==> src/rtl/mult_div_sequencer_if.sv <==
// mult_div_sequencer_if: bundle of the EX-side signals of the HI/LO
// multiply/divide sequencer.
//   op_valid, op_code, operand_a, operand_b, hilo_read : EX -> sequencer
//   hi, lo, busy, mult_div_stall                      : sequencer -> EX/stall unit
// master = EX stage side, slave = the sequencer itself.
interface mult_div_sequencer_if #(
  parameter int WIDTH = 32
);
  logic             op_valid;
  logic [2:0]       op_code;
  logic [WIDTH-1:0] operand_a;
  logic [WIDTH-1:0] operand_b;
  logic             hilo_read;
  logic [WIDTH-1:0] hi;
  logic [WIDTH-1:0] lo;
  logic             busy;
  logic             mult_div_stall;

  modport master (
    output op_valid, op_code, operand_a, operand_b, hilo_read,
    input  hi, lo, busy, mult_div_stall
  );

  modport slave (
    input  op_valid, op_code, operand_a, operand_b, hilo_read,
    output hi, lo, busy, mult_div_stall
  );
endinterface

==> src/rtl/mult_div_sequencer.sv <==
// mult_div_sequencer: iterative multiply/divide unit owning the HI/LO pair.
// Accepts MULT/MULTU/DIV/DIVU/MTHI/MTLO from EX, runs a one-bit-per-cycle
// shift-add multiplier or restoring divider on operand magnitudes, applies
// signs in a final FIX cycle and writes HI/LO. Requests a pipeline stall
// while busy if EX presents another HI/LO op or an MFHI/MFLO read.
// Ports:
//   clk   : rising-edge clock
//   rst_n : asynchronous active-low reset
//   bus   : mult_div_sequencer_if.slave (operation inputs, hi/lo/busy/stall)
module mult_div_sequencer #(
  parameter int WIDTH = 32
) (
  input  logic                 clk,
  input  logic                 rst_n,
  mult_div_sequencer_if.slave  bus
);

  localparam int CW = (WIDTH > 2) ? $clog2(WIDTH) : 1;
  localparam logic [CW-1:0] LAST_ITER = CW'(WIDTH - 1);

  localparam logic [2:0] OP_MULT  = 3'd0;
  localparam logic [2:0] OP_MULTU = 3'd1;
  localparam logic [2:0] OP_DIV   = 3'd2;
  localparam logic [2:0] OP_DIVU  = 3'd3;
  localparam logic [2:0] OP_MTHI  = 3'd4;
  localparam logic [2:0] OP_MTLO  = 3'd5;

  typedef enum logic [1:0] {
    IDLE = 2'd0,
    RUN  = 2'd1,
    FIX  = 2'd2
  } state_t;

  // Magnitude of a value when it is to be treated as negative.
  function automatic logic [WIDTH-1:0] magnitude(input logic [WIDTH-1:0] x,
                                                 input logic neg);
    magnitude = neg ? (~x + {{(WIDTH-1){1'b0}}, 1'b1}) : x;
  endfunction

  // Conditional two's-complement negate of a WIDTH-bit result.
  function automatic logic [WIDTH-1:0] apply_sign(input logic [WIDTH-1:0] x,
                                                  input logic neg);
    apply_sign = neg ? (~x + {{(WIDTH-1){1'b0}}, 1'b1}) : x;
  endfunction

  // Conditional two's-complement negate of the double-width product.
  function automatic logic [2*WIDTH-1:0] apply_sign_wide(input logic [2*WIDTH-1:0] x,
                                                         input logic neg);
    apply_sign_wide = neg ? (~x + {{(2*WIDTH-1){1'b0}}, 1'b1}) : x;
  endfunction

  state_t             state;
  logic [CW-1:0]      cnt;
  // Multiply: {partial product, remaining multiplier bits}.
  // Divide:   {remainder, dividend bits not yet consumed / quotient bits}.
  logic [2*WIDTH-1:0] acc;
  logic [WIDTH-1:0]   opnd;      // |multiplicand| or |divisor|
  logic [WIDTH-1:0]   a_raw;     // dividend as presented, for divide-by-zero HI
  logic               is_div;
  logic               neg_q;     // sign of product / quotient
  logic               neg_r;     // sign of remainder
  logic               div_zero;
  logic [WIDTH-1:0]   hi_val;
  logic [WIDTH-1:0]   lo_val;

  logic               a_neg;
  logic               b_neg;
  logic [WIDTH-1:0]   a_mag;
  logic [WIDTH-1:0]   b_mag;
  logic [WIDTH:0]     mul_sum;
  logic [WIDTH:0]     div_shift;
  logic [WIDTH:0]     div_diff;
  logic [2*WIDTH-1:0] mul_step;
  logic [2*WIDTH-1:0] div_step;
  logic [2*WIDTH-1:0] product;
  logic [WIDTH-1:0]   fix_hi;
  logic [WIDTH-1:0]   fix_lo;

  // Sign extraction only applies to the signed codes (bit 0 clear).
  assign a_neg = ~bus.op_code[0] & bus.operand_a[WIDTH-1];
  assign b_neg = ~bus.op_code[0] & bus.operand_b[WIDTH-1];
  assign a_mag = magnitude(bus.operand_a, a_neg);
  assign b_mag = magnitude(bus.operand_b, b_neg);

  // One shift-add step: add multiplicand on multiplier LSB, keep carry, shift right.
  assign mul_sum  = {1'b0, acc[2*WIDTH-1:WIDTH]} + {1'b0, opnd};
  assign mul_step = acc[0] ? {mul_sum, acc[WIDTH-1:1]} : {1'b0, acc[2*WIDTH-1:1]};

  // One restoring step; the extra top bit keeps full-width divisors exact.
  assign div_shift = acc[2*WIDTH-1:WIDTH-1];
  assign div_diff  = div_shift - {1'b0, opnd};
  assign div_step  = div_diff[WIDTH] ? {div_shift[WIDTH-1:0], acc[WIDTH-2:0], 1'b0}
                                     : {div_diff[WIDTH-1:0],  acc[WIDTH-2:0], 1'b1};

  assign product = apply_sign_wide(acc, neg_q);

  // Final HI/LO values written at the FIX edge.
  always_comb begin
    fix_hi = product[2*WIDTH-1:WIDTH];
    fix_lo = product[WIDTH-1:0];
    if (is_div) begin
      if (div_zero) begin
        fix_hi = a_raw;
        fix_lo = '1;
      end else begin
        fix_hi = apply_sign(acc[2*WIDTH-1:WIDTH], neg_r);
        fix_lo = apply_sign(acc[WIDTH-1:0], neg_q);
      end
    end else begin
      fix_hi = product[2*WIDTH-1:WIDTH];
      fix_lo = product[WIDTH-1:0];
    end
  end

  // Sequencer FSM, working registers and architectural HI/LO.
  always_ff @(posedge clk or negedge rst_n) begin
    if (!rst_n) begin
      state    <= IDLE;
      cnt      <= '0;
      acc      <= '0;
      opnd     <= '0;
      a_raw    <= '0;
      is_div   <= 1'b0;
      neg_q    <= 1'b0;
      neg_r    <= 1'b0;
      div_zero <= 1'b0;
      hi_val   <= '0;
      lo_val   <= '0;
    end else begin
      case (state)
        IDLE: begin
          if (bus.op_valid) begin
            case (bus.op_code)
              OP_MULT, OP_MULTU: begin
                state    <= RUN;
                cnt      <= '0;
                is_div   <= 1'b0;
                acc      <= {{WIDTH{1'b0}}, b_mag};
                opnd     <= a_mag;
                a_raw    <= bus.operand_a;
                neg_q    <= a_neg ^ b_neg;
                neg_r    <= 1'b0;
                div_zero <= 1'b0;
              end
              OP_DIV, OP_DIVU: begin
                state    <= RUN;
                cnt      <= '0;
                is_div   <= 1'b1;
                acc      <= {{WIDTH{1'b0}}, a_mag};
                opnd     <= b_mag;
                a_raw    <= bus.operand_a;
                neg_q    <= a_neg ^ b_neg;
                neg_r    <= a_neg;
                div_zero <= (bus.operand_b == {WIDTH{1'b0}});
              end
              OP_MTHI: hi_val <= bus.operand_a;
              OP_MTLO: lo_val <= bus.operand_a;
              default: ;
            endcase
          end
        end
        RUN: begin
          acc <= is_div ? div_step : mul_step;
          cnt <= cnt + CW'(1);
          if (cnt == LAST_ITER) begin
            state <= FIX;
          end
        end
        FIX: begin
          hi_val <= fix_hi;
          lo_val <= fix_lo;
          state  <= IDLE;
        end
        default: state <= IDLE;
      endcase
    end
  end

  assign bus.hi             = hi_val;
  assign bus.lo             = lo_val;
  assign bus.busy           = (state != IDLE);
  assign bus.mult_div_stall = bus.busy & (bus.op_valid | bus.hilo_read);

endmodule

==> src/flat_wrapper.sv <==
// flat-port wrapper written by rule: the top's interface ports become plain ports
module mult_div_sequencer_flat 
#(
  parameter int WIDTH = 32
)
  (clk, rst_n, bus_op_valid, bus_op_code, bus_operand_a, bus_operand_b, bus_hilo_read, bus_hi, bus_lo, bus_busy, bus_mult_div_stall);
  mult_div_sequencer_if #(.WIDTH(WIDTH)) bus_i ();
  input  logic clk;
  input  logic rst_n;
  input wire logic [$bits(bus_i.op_valid)-1:0] bus_op_valid;
  input wire logic [$bits(bus_i.op_code)-1:0] bus_op_code;
  input wire logic [$bits(bus_i.operand_a)-1:0] bus_operand_a;
  input wire logic [$bits(bus_i.operand_b)-1:0] bus_operand_b;
  input wire logic [$bits(bus_i.hilo_read)-1:0] bus_hilo_read;
  output wire logic [$bits(bus_i.hi)-1:0] bus_hi;
  output wire logic [$bits(bus_i.lo)-1:0] bus_lo;
  output wire logic [$bits(bus_i.busy)-1:0] bus_busy;
  output wire logic [$bits(bus_i.mult_div_stall)-1:0] bus_mult_div_stall;
  assign bus_i.op_valid = bus_op_valid;
  assign bus_i.op_code = bus_op_code;
  assign bus_i.operand_a = bus_operand_a;
  assign bus_i.operand_b = bus_operand_b;
  assign bus_i.hilo_read = bus_hilo_read;
  assign bus_hi = bus_i.hi;
  assign bus_lo = bus_i.lo;
  assign bus_busy = bus_i.busy;
  assign bus_mult_div_stall = bus_i.mult_div_stall;
  mult_div_sequencer #(.WIDTH(WIDTH)) u_core (.clk(clk), .rst_n(rst_n), .bus(bus_i));
endmodule
==> config.mk <==
export PLATFORM = sky130hd
export DESIGN_NAME = mult_div_sequencer_flat
export DESIGN_NICKNAME = d
export VERILOG_FILES = /design/src/rtl/mult_div_sequencer_if.sv /design/src/rtl/mult_div_sequencer.sv /design/src/flat_wrapper.sv
export SDC_FILE = /design/constraint.sdc
export NUM_CORES = 1
export LEC_CHECK = 0
export CAP_MARGIN = 25
export CORE_UTILIZATION = 30
export DETAILED_ROUTE_END_ITERATION = 8
export GPL_ROUTABILITY_DRIVEN = 0
export HOLD_SLACK_MARGIN = 0.05
export PLACE_DENSITY = 0.56
export SETUP_SLACK_MARGIN = 0.1
export SLEW_MARGIN = 30
export SYNTH_ARGS = -nofsm -noshare
export SYNTH_HDL_FRONTEND = slang
export SYNTH_SLANG_ARGS = --single-unit
==> constraint.sdc <==
create_clock -name clk -period 3.9 [get_ports clk]
set_clock_uncertainty 0.15 [all_clocks]
set_input_delay 0.585 -clock clk [delete_from_list [all_inputs] [get_ports clk]]
set_output_delay 0.585 -clock clk [all_outputs]
set_load 0.1 [all_outputs]
# [Word-level counts from Yosys, hierarchy flattened]
# Index checks and enable logic that the tools add are counted.
[word_totals] register_bits=203 input_bits=71 output_inout_bits=66 elab_cells=93
[op_classes] addsub=8 eq_ne=14 muxes=32 bitwise=11 n_reduce_logical=17
[op_table] cell="32-bit two-way mux" n=12
[op_table] cell="64-bit two-way mux" n=5
[op_table] cell="64-bit one-hot mux with 2 select lines" n=2
[op_table] cell="32-bit one-hot mux with 2 select lines" n=3
[op_table] cell="32-bit by 1-bit adder with 32-bit output (second input constant)" n=4
[op_table] cell="32-bit NOT" n=4
[op_table] cell="64-bit by 1-bit adder with 64-bit output (second input constant)" n=1
[op_table] cell="64-bit NOT" n=1
[op_table] cell="32-bit by 32-bit adder with 33-bit output" n=1
[op_table] cell="33-bit by 32-bit subtractor with 33-bit output" n=1
[op_table] cell="32-bit zero test" n=1
[op_table] cell="3-bit AND reduction" n=7
[op_table] cell="5-bit two-way mux" n=2
[op_table] cell="5-bit one-hot mux with 2 select lines" n=1
[op_table] cell="2-bit != test (second input constant)" n=4
[op_table] cell="2-bit nonzero test" n=4
[op_table] cell="3-bit by 2-bit == test with 1-bit output (second input constant)" n=2
[op_table] cell="3-bit == test (second input constant)" n=2
[op_table] cell="2-bit two-way mux" n=3
[op_table] cell="1-bit one-hot mux with 2 select lines" n=3
[op_table] cell="5-bit by 1-bit adder with 5-bit output (second input constant)" n=1
[op_table] cell="5-bit == test (second input constant)" n=1
[op_table] cell="2-bit one-hot mux with 2 select lines" n=1
[op_table] cell="2-bit OR reduction" n=2
[op_table] cell="12 further kinds" n=14

# [Longest topological paths before layout]
# Gate-level depths: netlist of run 1.
[depth] word_depth=6 depth_mapped=15

# [Worst setup path before layout of run 1]
# OpenSTA, ideal clock, no wires.
[synth_path] path_kind="reg-to-reg" start="reg u_core.acc[33]" end="reg u_core.acc[59]" setup_time_ps=147 t_arrival_ps=3103 required_ps=3603 slack_ps=500 path_stages_with_launch=13 path_buffers=1 period_less_slack_ps=3400 cell_sequence="dfrtp_1 > clkbuf_1 > inv_1 > fa_1 > nand2b_1 > a21oi_1 > o41ai_1 > and3_1 > o41ai_1 > a21boi_0 > xnor2_1 > a222oi_1 > o221ai_1"
[synth_between] elab_chain_cells=4
[synth_rtl] item="from (decl)" line_no="mult_div_sequencer.sv:56" text="logic [2*WIDTH-1:0] acc;"
[synth_rtl] item="from (signal assigned)" line_no="mult_div_sequencer.sv:138" text="acc <= {{WIDTH{1'b0}}, b_mag};"
[synth_rtl] item="from (signal assigned)" line_no="mult_div_sequencer.sv:149" text="acc <= {{WIDTH{1'b0}}, a_mag};"
[synth_rtl] item="from (signal assigned)" line_no="mult_div_sequencer.sv:163" text="acc <= is_div ? div_step : mul_step;"
[synth_rtl] item="33-bit by 32-bit subtractor with 33-bit output or 32-bit by 32-bit adder with 33-bit output (tied branches)" line_no="mult_div_sequencer.sv:91, mult_div_sequencer.sv:86"
[synth_rtl] item="64-bit two-way mux, on equally long branches" line_no="mult_div_sequencer.sv:92, mult_div_sequencer.sv:87"
[synth_rtl] item="64-bit two-way mux *" line_no="mult_div_sequencer.sv:163"
[synth_rtl] item="64-bit one-hot mux with 2 select lines *" line_no="mult_div_sequencer.sv:130" text="case (state)"
# Mark *: on every way between the ends. The rest lies on a longest branch, timed or not.
# A chain may end at the register's enable or synchronous reset.

# [Final worst setup path of run 1]
[layout_path] start="reg u_core.opnd[4]" end="reg u_core.acc[61]"
[layout_between] elab_chain_cells=4
[layout_rtl] item="from (decl)" line_no="mult_div_sequencer.sv:57" text="logic [WIDTH-1:0] opnd;"
[layout_rtl] item="from (signal assigned)" line_no="mult_div_sequencer.sv:139" text="opnd <= a_mag;"
[layout_rtl] item="from (signal assigned)" line_no="mult_div_sequencer.sv:150" text="opnd <= b_mag;"
[layout_rtl] item="33-bit by 32-bit subtractor with 33-bit output or 32-bit by 32-bit adder with 33-bit output (tied branches)" line_no="mult_div_sequencer.sv:91, mult_div_sequencer.sv:86"
[layout_rtl] item="64-bit two-way mux, on equally long branches" line_no="mult_div_sequencer.sv:92, mult_div_sequencer.sv:87"
[layout_rtl] item="64-bit two-way mux *" line_no="mult_div_sequencer.sv:163"
[layout_rtl] item="64-bit one-hot mux with 2 select lines *" line_no="mult_div_sequencer.sv:130"
# Marked as above.

==> results of run 1 <==
power groups by stage:
stage          Sequential [mW]  Clock, mW  Combinational, mW
6_report                  4.24       2.38               15.2
5_1_grt                   4.33       2.47               16.4
4_1_cts                   4.20       2.40               15.0
3_5_place_dp              4.23          0               14.9
3_3_place_gp              4.21          0               14.7
2_1_floorplan             5.54          0               9.24
cell usage after synthesis (all sizes together), types with 15 or more instances:
| cell | number |
|---|---|
| xor2 | 101 |
| dfrtp | 203 |
| a32oi | 29 |
| nand3 | 34 |
| mux2i | 103 |
| a31oi | 19 |
| ha | 70 |
| nand2 | 362 |
| o21ai | 186 |
| nor4 | 16 |
| o31ai | 33 |
| a21o | 23 |
| a21oi | 160 |
| o211ai | 41 |
| o41ai | 15 |
| nor2 | 135 |
| nor3 | 27 |
| xnor2 | 96 |
| inv | 59 |
| nand2b | 19 |
| buf | 26 |
| clkbuf | 150 |
| a211oi | 27 |
| o221ai | 23 |
| or3 | 15 |
flip-flops by register name, summed over array words and instances (netlist names):
register	cells
u_core.acc	64
u_core.bus.lo	32
u_core.a_raw	32
u_core.div_zero	1
u_core.is_div	1
u_core.bus.hi	32
u_core.opnd	32
u_core.neg_r	1
u_core.state	2
u_core.cnt	5
u_core.neg_q	1
layer usage:
layer  part of all wire (%)  vias to the layer above
met2                     46                      833
li1                       -                     8051
met4                    3.9                        2
met5                  0.017                        -
met3                    8.3                      141
met1                     42                     8701
worst reg2reg max path, stage by stage (launching register included):
cell	delay [ps]
dfrtp_1	370
inv_1	70
ha_1	340
a21o_1	220
or3_1	350
o2111a_1	280
o21ai_0	420
a31oi_1	250
nor2_1	330
o311ai_0	220
xnor2_1	320
o221ai_1	160
final cells by class:
type                       count  area (µm²)  share of cell area, %
inverter                      60         225                   1.08
tap                          756         946                   4.54
clock inverter                 8         101                  0.487
timing repair buffer         288        2570                   12.3
sequential                   203        5080                   24.4
multi-input combinational   1735       11200                   53.8
clock buffer                  35         702                   3.37
antenna                        1        2.50                 0.0120
logic make-up (layout without fill, tap and decap cells):
| logic type | Yosys count | after routing | share of synthesized area, % |
|---|---|---|---|
| multiplexers | 111 | 111 | 6.55 |
| buffers and inverters | 236 | 391 | 5.37 |
| flip-flops | 203 | 203 | 29.7 |
| adder cells (fa/ha/maj) | 72 | 72 | 5.35 |
| AO/OA/AOI/OAI | 658 | 658 | 24.8 |
| other | 0 | 1 | 0 |
| AND/OR/NAND/NOR | 697 | 697 | 18.2 |
| XOR/XNOR | 197 | 197 | 10.1 |
worst paths after layout:
| check | cells past startpoint | from | endpoint | slack (ps) |
|---|---|---|---|---|
| max | 11 | u_core.opnd[4] | u_core.acc[61] | 250 |
| min | 2 | u_core.a_raw[9] | u_core.a_raw[9] | 330 |
| max reg2reg | 11 | u_core.opnd[4] | u_core.acc[61] | 250 |
| min reg2reg | 2 | u_core.a_raw[9] | u_core.a_raw[9] | 330 |
| max in group asynchronous | 3 | rst_n | u_core.opnd[6] | 2160 |
| min in group asynchronous | 2 | rst_n | u_core.bus.hi[24] | 530 |
repair_timing:
item / in CTS / in global routing
hold endpoints to repair: 85 / 0
endpoints found under the setup margin: 0 / 5
hold buffers: 1 / 0
gates resized for setup: 0 / 6
==> flow_metrics.tcl, run 1 <==
set metrics [dict create \
    totalWireLength_um 71200 \
    crit_type "reg2reg" \
    power.density_nw_per_um2 1050 \
    syn_nets 2317 \
    first_iter_violations 1958 \
    die-width_um 241 \
    utilization_pct 36.9 \
    intPower_mw 10.1 \
    place_inst 3041 \
    hold_slack_ps 326 \
    end_kind "register" \
    synth-async-reset-ratio_pct 100 \
    hold_class "reg2reg" \
    dp_slack_ps 180 \
    use_met3_pct 3.67 \
    synthTopCellsByArea "dfrtp_1 (30%), nand2_1 (7.9%), mux2i_1 (6.0%)" \
    fillers 5853 \
    cts_tree "built" \
    antenna_found_initial 2 \
    use_met1_pct 32.5 \
    design_area_um2 20800 \
    grt_use_met2_pct 38.6 \
    swShare_pct 53.7 \
    leakage_nw 8.46 \
    syn2layout_area_growth_pct 21.6 \
    yosysSeqAreaShare_pct 29.7 \
    start_util_pct 30.4 \
    cap_violations 0 \
    post-route-period-util_pct 93.6 \
    io_buffers 136 \
    dpl.hpwl_um 54500 \
    crit_family "compound AO/OA/AOI/OAI gates" \
    ctsLongestPathBuffers 3 \
    finalMaxSlewViolations 0 \
    cts_setup_buffers 0 \
    synth-edff-count 0 \
    outcome "completed" \
    path_clk_slew_ps 60 \
    dr_total_vias 17700 \
    syn-instance-count 2174 \
    cts_sinks 203 \
    wl_per_cell_um 23.1 \
    fin_ws_ps 249 \
    hold_viol 0 \
    yosysTopAreaCellShare_pct 29.7 \
    final_cells 3086 \
    period_minus_slack_ps 3650 \
    viasPerCell 5.74 \
    worst_ir_drop_vdd_v 0.000494 \
    track_usage_pct 24.1 \
    finalSetupTns_ps 0 \
    grt.busiest_layer "met2" \
    yosys_warnings 0 \
    rows 87 \
    grt_pass1_wl_um 106000 \
    pwr-share-comb_pct 69.7 \
    first_pass_iters 6 \
    ios 137 \
    grt_pass1_vias 16900 \
    cts_root_buf "clkbuf_16" \
    required_ps 4170 \
    final_cell_mix "nand2_1 (361), dfrtp_1 (201), o21ai_0 (181)" \
    cts_htree_levels 1 \
    synth_cell_types 77 \
    pwr-share-clk_pct 10.9 \
    netlist_area_um2 17100 \
    slowest_delay_ps 420 \
    die_height_um 241 \
    crit_buf_inv 1 \
    rsz0062_at_grt "no" \
    p_seq_share_pct 19.4 \
    insertion_delay_ps 570 \
    final_common_cell "nand2_1" \
    avgSynthCellArea_um2 7.88 \
    fin_nets 2455 \
    drc 0 \
    max_slew_margin_pct 33.1 \
    grt_max_degree 88 \
    ant_nets 0 \
    worst_pin_slew_ps 1000 \
    yosysTopAreaCell "dfrtp_1" \
    die-area_um2 58100 \
    cp.arrival_ps 3920 \
    place_area_um2 20000 \
    start_kind "register" \
    setup_violations 0 \
    netSwitchingPower_mw 11.7 \
    final_layout_size_suffix_gt1_share_pct 10.1 \
    synth-main-ff-cell "dfrtp_1" \
    crit_path_max_fanout 4 \
    grt_overflow 0 \
    cts_buffers 24 \
    coreArea_um2 56400 \
    p_total_mw 21.9 \
    fmax_mhz 274 \
    crit_slowest_cell "o21ai_0" \
    path_cells "inv_1, ha_1, a21o_1, or3_1, o2111a_1, o21ai_0, a31oi_1, nor2_1, o311ai_0, xnor2_1, o221ai_1" \
    ys_seq_elements 203 \
]
No activity file was read; power rests on OpenSTA's default activity.
==> run 2: changes to the inputs <==
- CORE_ASPECT_RATIO: not set -> 1.1
==> run 2 against run 1 <==
Clock power is 3% higher. Combinational power about the same. Setup slack worse by 62 ps. Count of clock-buffer cells in the layout decreased by 1. Highest routed layer unchanged.
==> flow_metrics.tcl, run 2 (synthesis results as in run 1) <==
set metrics [dict create \
    outcome "completed" \
    cts_sinks 203 \
    hold_slack_ps 328 \
    cap_violations 0 \
    drc 0 \
    fmax_mhz 269 \
    diodes 0 \
    totalWireLength_um 72000 \
    largest-register "u_core.acc" \
    grt_pass1_wl_um 109000 \
    grt_max_degree 94 \
    syn2layout_area_growth_pct 21.3 \
    cts_tree "built" \
    grt_overflow 0 \
    track_usage_pct 24.5 \
    hold_class "reg2reg" \
    fin_nets 2448 \
    grt.busiest_layer "met2" \
    cts_setup_buffers 0 \
    start_util_pct 30.5 \
    design_area_um2 20800 \
    die_height_um 253 \
    first_iter_violations 1889 \
    leakage_nw 8.42 \
    power.density_nw_per_um2 1050 \
    final_cells 3067 \
    crit_type "reg2reg" \
    finalMaxSlewViolations 0 \
    final_layout_size_suffix_gt1_share_pct 10.1 \
    grt_pass1_vias 17100 \
    largest_register_ffs 64 \
    place_area_um2 19900 \
    ctsLongestPathBuffers 3 \
    place_inst 3022 \
    slowest_delay_ps 550 \
    fin_ws_ps 187 \
    required_ps 4210 \
    use_met1_pct 31.9 \
    viasPerCell 5.76 \
    first_pass_iters 8 \
    swShare_pct 53.4 \
    hold_viol 0 \
    cts_root_buf "clkbuf_16" \
    path_cells "ha_1, a211oi_1, o21ai_0, and3_1, or2_2, a31oi_1, a311oi_1, or4_1, a31o_2, o211ai_1" \
    crit_family "compound AO/OA/AOI/OAI gates" \
    post-route-period-util_pct 95.2 \
    setup_violations 0 \
    pwr-share-clk_pct 11.3 \
    final_cell_mix "nand2_1 (361), dfrtp_1 (201), o21ai_0 (182)" \
    dp_slack_ps 31.5 \
    insertion_delay_ps 550 \
    ant_nets 0 \
    crit_buf_inv 0 \
    netSwitchingPower_mw 11.7 \
    worst_pin_slew_ps 1010 \
    p_seq_share_pct 19.8 \
    die-area_um2 58100 \
    crit_slowest_cell "or4_1" \
    final_common_cell "nand2_1" \
    pwr-share-comb_pct 68.9 \
    period_minus_slack_ps 3710 \
    intPower_mw 10.2 \
    cts_htree_levels 1 \
    start_kind "register" \
    rsz0062_at_grt "no" \
    io_buffers 136 \
    antenna_found_initial 8 \
    cts_buffers 24 \
    finalSetupTns_ps 0 \
    grt_use_met2_pct 38.3 \
    dr_total_vias 17700 \
    utilization_pct 36.9 \
    max_slew_margin_pct 32.3 \
    die-width_um 230 \
    cp.arrival_ps 4030 \
    rows 91 \
    coreArea_um2 56200 \
    crit_path_max_fanout 4 \
    wl_per_cell_um 23.5 \
    worst_ir_drop_vdd_v 0.000418 \
    end_kind "register" \
    p_total_mw 21.9 \
    dpl.hpwl_um 55400 \
    path_clk_slew_ps 70 \
    use_met3_pct 4.74 \
    ios 137 \
]
-- run 2: cell count changes in the layout (fill, tap and decap cells not counted), moves of 2 or more --
cell	delta
clkinvlp_4	+4
nor4_1	-2
buf_4	-5
nor4_2	+2
clkinv_2	-2
clkbuf_1	-3
-- run 2: path summary, 6_finish.rpt --
check | start | end | slack (ps) | cells past startpoint
worst max-delay path | u_core.opnd[1] | u_core.acc[62] | 190 | 10
worst min-delay path | u_core.a_raw[30] | u_core.a_raw[30] | 330 | 2
worst max register to register | u_core.opnd[1] | u_core.acc[62] | 190 | 10
worst min register to register | u_core.a_raw[30] | u_core.a_raw[30] | 330 | 2
max in group asynchronous | rst_n | u_core.bus.lo[16] | 2090 | 3
min in group asynchronous | rst_n | u_core.a_raw[30] | 450 | 2
-- run 2: power groups by stage --
stage,Clock [mW],Combinational (mW),Sequential (mW)
global placement,0,14.6,4.29
floorplan,0,9.24,5.54
CTS,2.49,14.9,4.28
finish,2.46,15.1,4.33
global route,2.57,16.3,4.41
detailed placement,0,14.8,4.31
-- run 2: area by class of cell --
cell class,instances,area [µm²]
fillers,5850,35500
clock inverters,10,114
repair buffers,281,2500
inverters,60,225
multi-input cells,1735,11200
flip-flops and latches,203,5080
well taps,744,931
clock buffers,34,729
-- run 2: repair_timing --
item	CTS	global route
setup endpoints to repair	0	7
hold endpoints to repair	68	0
hold buffers	1	0
resized for setup	0	4
-- run 2: worst reg2reg max path: cells and delay by family, from the launching register on --
kind / cells / cell delay (ps)
DFF: 1 / 430
AOI/OAI and AO/OA: 6 / 1620
and+or+nand+nor: 3 / 1090
adders and majority gates: 1 / 340
-- run 2: layer usage --
| metal | wire (µm) | up-vias |
|---|---|---|
| li1 | - | 8057 |
| met1 | 29700 | 8629 |
| met2 | 32000 | 783 |
| met3 | 6090 | 180 |
| met4 | 4150 | 14 |
| met5 | 80 | - |
==> run 3: changes to the inputs <==
- ABC_AREA: not set -> 1
- CORE_MARGIN: not set -> 1.5
- CTS_CLUSTER_DIAMETER: not set -> 30
- PLACE_DENSITY: 0.56 -> 0.55
==> run 3 against run 2 <==
Wire length grew 34%. Utilization down 0.52 points. Setup slack improved by 510 ps. Critical path type unchanged. Critical endpoint is now u_core.bus.hi[2].
==> flow_metrics.tcl, run 3 <==
set metrics [dict create \
    synthTopCellsByArea "dfrtp_1 (24%), nand2_1 (21%), inv_1 (8.7%)" \
    regToRegStartpoint "u_core.acc[0]" \
    crit_type "reg2reg" \
    largest_register_ffs 64 \
    required_ps 4280 \
    yosysTopAreaCellShare_pct 24.3 \
    fin_ws_ps 700 \
    reg2reg_depth 12 \
    wl_per_cell_um 20.6 \
    dpl.hpwl_um 76900 \
    holdPathStages 2 \
    crit_path_max_fanout 37 \
    finalSetupTns_ps 0 \
    synth-async-reset-ratio_pct 100 \
    yosysTopAreaCell "dfrtp_1" \
    worst_pin_slew_ps 1050 \
    setup_violations 0 \
    netlist_area_um2 20900 \
    dp_slack_ps 692 \
    r2r_slack_ps 700 \
    first_pass_iters 6 \
    hold_viol 0 \
    path_clk_slew_ps 50 \
    ant_nets 0 \
    min_to "u_core.a_raw[9]" \
    leakage_nw 12.5 \
    design_area_um2 25100 \
    worst_ir_drop_vdd_v 0.000552 \
    viasPerCell 5.20 \
    hold_class "reg2reg" \
    drc 0 \
    synthTopCellsByCount "nand2_1 (1,153), inv_1 (484), nor2_1 (379)" \
    diodes 0 \
    syn_nets 3766 \
    period_minus_slack_ps 3200 \
    cts_resized 0 \
    rows 101 \
    coreArea_um2 69000 \
    io_buffers 136 \
    ys_seq_elements 203 \
    die-area_um2 71200 \
    syn2layout_area_growth_pct 20.3 \
    yosys_warnings 0 \
    first_iter_violations 2696 \
    yosysSeqAreaShare_pct 24.3 \
    track_usage_pct 26.7 \
    post-route-period-util_pct 82.0 \
    antenna_found_initial 1 \
    start_kind "register" \
    insertion_delay_ps 610 \
    die_height_um 280 \
    max_slew_margin_pct 29.8 \
    cts_sinks 203 \
    final_common_cell "nand2_1" \
    ios 137 \
    cts_htree_levels 2 \
    cap_violations 0 \
    fin_nets 3863 \
    cp.arrival_ps 3580 \
    place_area_um2 23300 \
    hold_slack_ps 322 \
    power.density_nw_per_um2 1050 \
    grt_pass1_wl_um 142000 \
    grt_max_degree 84 \
    final_layout_size_suffix_gt1_share_pct 5.86 \
    cts_buffers 53 \
    final_cell_mix "nand2_1 (1,151), inv_1 (482), nor2_1 (378)" \
    grt_overflow 0 \
    cts_root_buf "clkbuf_16" \
    dr_total_vias 24300 \
    start_util_pct 30.3 \
    die-width_um 255 \
    fmax_mhz 313 \
    finalMaxSlewViolations 0 \
    avgSynthCellArea_um2 5.77 \
    grt_pass1_vias 22400 \
    synth.most_common_cell "nand2_1" \
    r2r-end "u_core.bus.hi[2]" \
    ctsLongestPathBuffers 3 \
    rsz0062_at_grt "no" \
    cts_tree "built" \
    totalWireLength_um 96600 \
    outcome "completed" \
    syn-instance-count 3623 \
    synth-edff-count 0 \
    end_kind "register" \
    synth_cell_types 57 \
    synth-main-ff-cell "dfrtp_1" \
    largest-register "u_core.acc" \
    hold_start "u_core.a_raw[9]" \
]
[run 3: power breakdown]
part           total (mW)  switching (mW)  internal, mW  leakage [nW]
logic                17.0            11.7          5.30          9.21
clock network        4.50            1.40          3.10         0.896
registers            4.81            1.72          3.09          2.42
[run 3: critical path, stage by stage, from the launching register on]
cell	delay (ps)
dfrtp_1	420
inv_6	270
ha_1	340
nand3_1	200
nor2_2	270
nand2_1	100
nor3_1	580
nand3_1	200
nand3_1	120
nand2_1	60
o21ai_0	270
nand2_1	80
nand2_1	70
[run 3: layout make-up]
cell class / count / area, µm²
Fill cell: 7772 / 43900
Clock inverter: 21 / 327
Clock buffer: 69 / 1490
Multi-Input combinational cell: 2768 / 13300
Sequential cell: 203 / 5080
Timing Repair Buffer: 196 / 1890
Tap cell: 927 / 1160
Inverter: 498 / 1870
[run 3: cell families after synthesis]
| kind of cell | after synthesis | synth area share [%] |
|---|---|---|
| flip-flops | 203 | 24.3 |
| AO/OA/AOI/OAI | 597 | 15.7 |
| XOR/XNOR | 68 | 2.85 |
| adder cells (fa/ha/maj) | 72 | 4.38 |
| buffers and inverters | 652 | 12.1 |
| AND/OR/NAND/NOR | 2031 | 40.6 |
[run 3: worst max-delay path by stage]
stage | cells past startpoint | endpoint | slack, ps | start
finish | 12 | u_core.bus.hi[2] | 700 | u_core.acc[0]
global route | 12 | u_core.bus.hi[2] | 480 | u_core.acc[0]
CTS | 3 | bus_busy | 680 | u_core.state[0]
detailed placement | 11 | u_core.opnd[20] | 690 | bus_operand_a[1]
global placement | 9 | u_core.div_zero | 700 | bus_operand_b[0]
floorplan | 2 | bus_mult_div_stall | 1290 | bus_op_valid
[run 3: timing repair]
action | CTS | global route
buffers inserted | 0 | 0
endpoints found under the hold margin | 64 | 0
hold buffers | 1 | 0
[run 3: metrics by stage]
| stage | power, mW | std cells | util, % |
|---|---|---|---|
| 6_report | 26.3 | 4682 | 36.4 |
| 5_1_grt | 28.3 | 4682 | 36.4 |
| 4_1_cts | 26.0 | 4682 | 36.4 |
| 3_5_place_dp | 21.5 | 4591 | 33.8 |
| 3_3_place_gp | 21.4 | 4591 | 33.8 |
| 2_1_floorplan | 16.4 | 3623 | - |
[run 3: metal layers]
| metal | GRT usage [%] | vias to the layer above | wire length (µm) |
|---|---|---|---|
| li1 | - | 11800 | - |
| met1 | 35.0 | 11100 | 40100 |
| met2 | 41.0 | 1089 | 42300 |
| met3 | 4.28 | 285 | 7590 |
| met4 | 16.2 | 4 | 6530 |
| met5 | 0 | - | 27 |
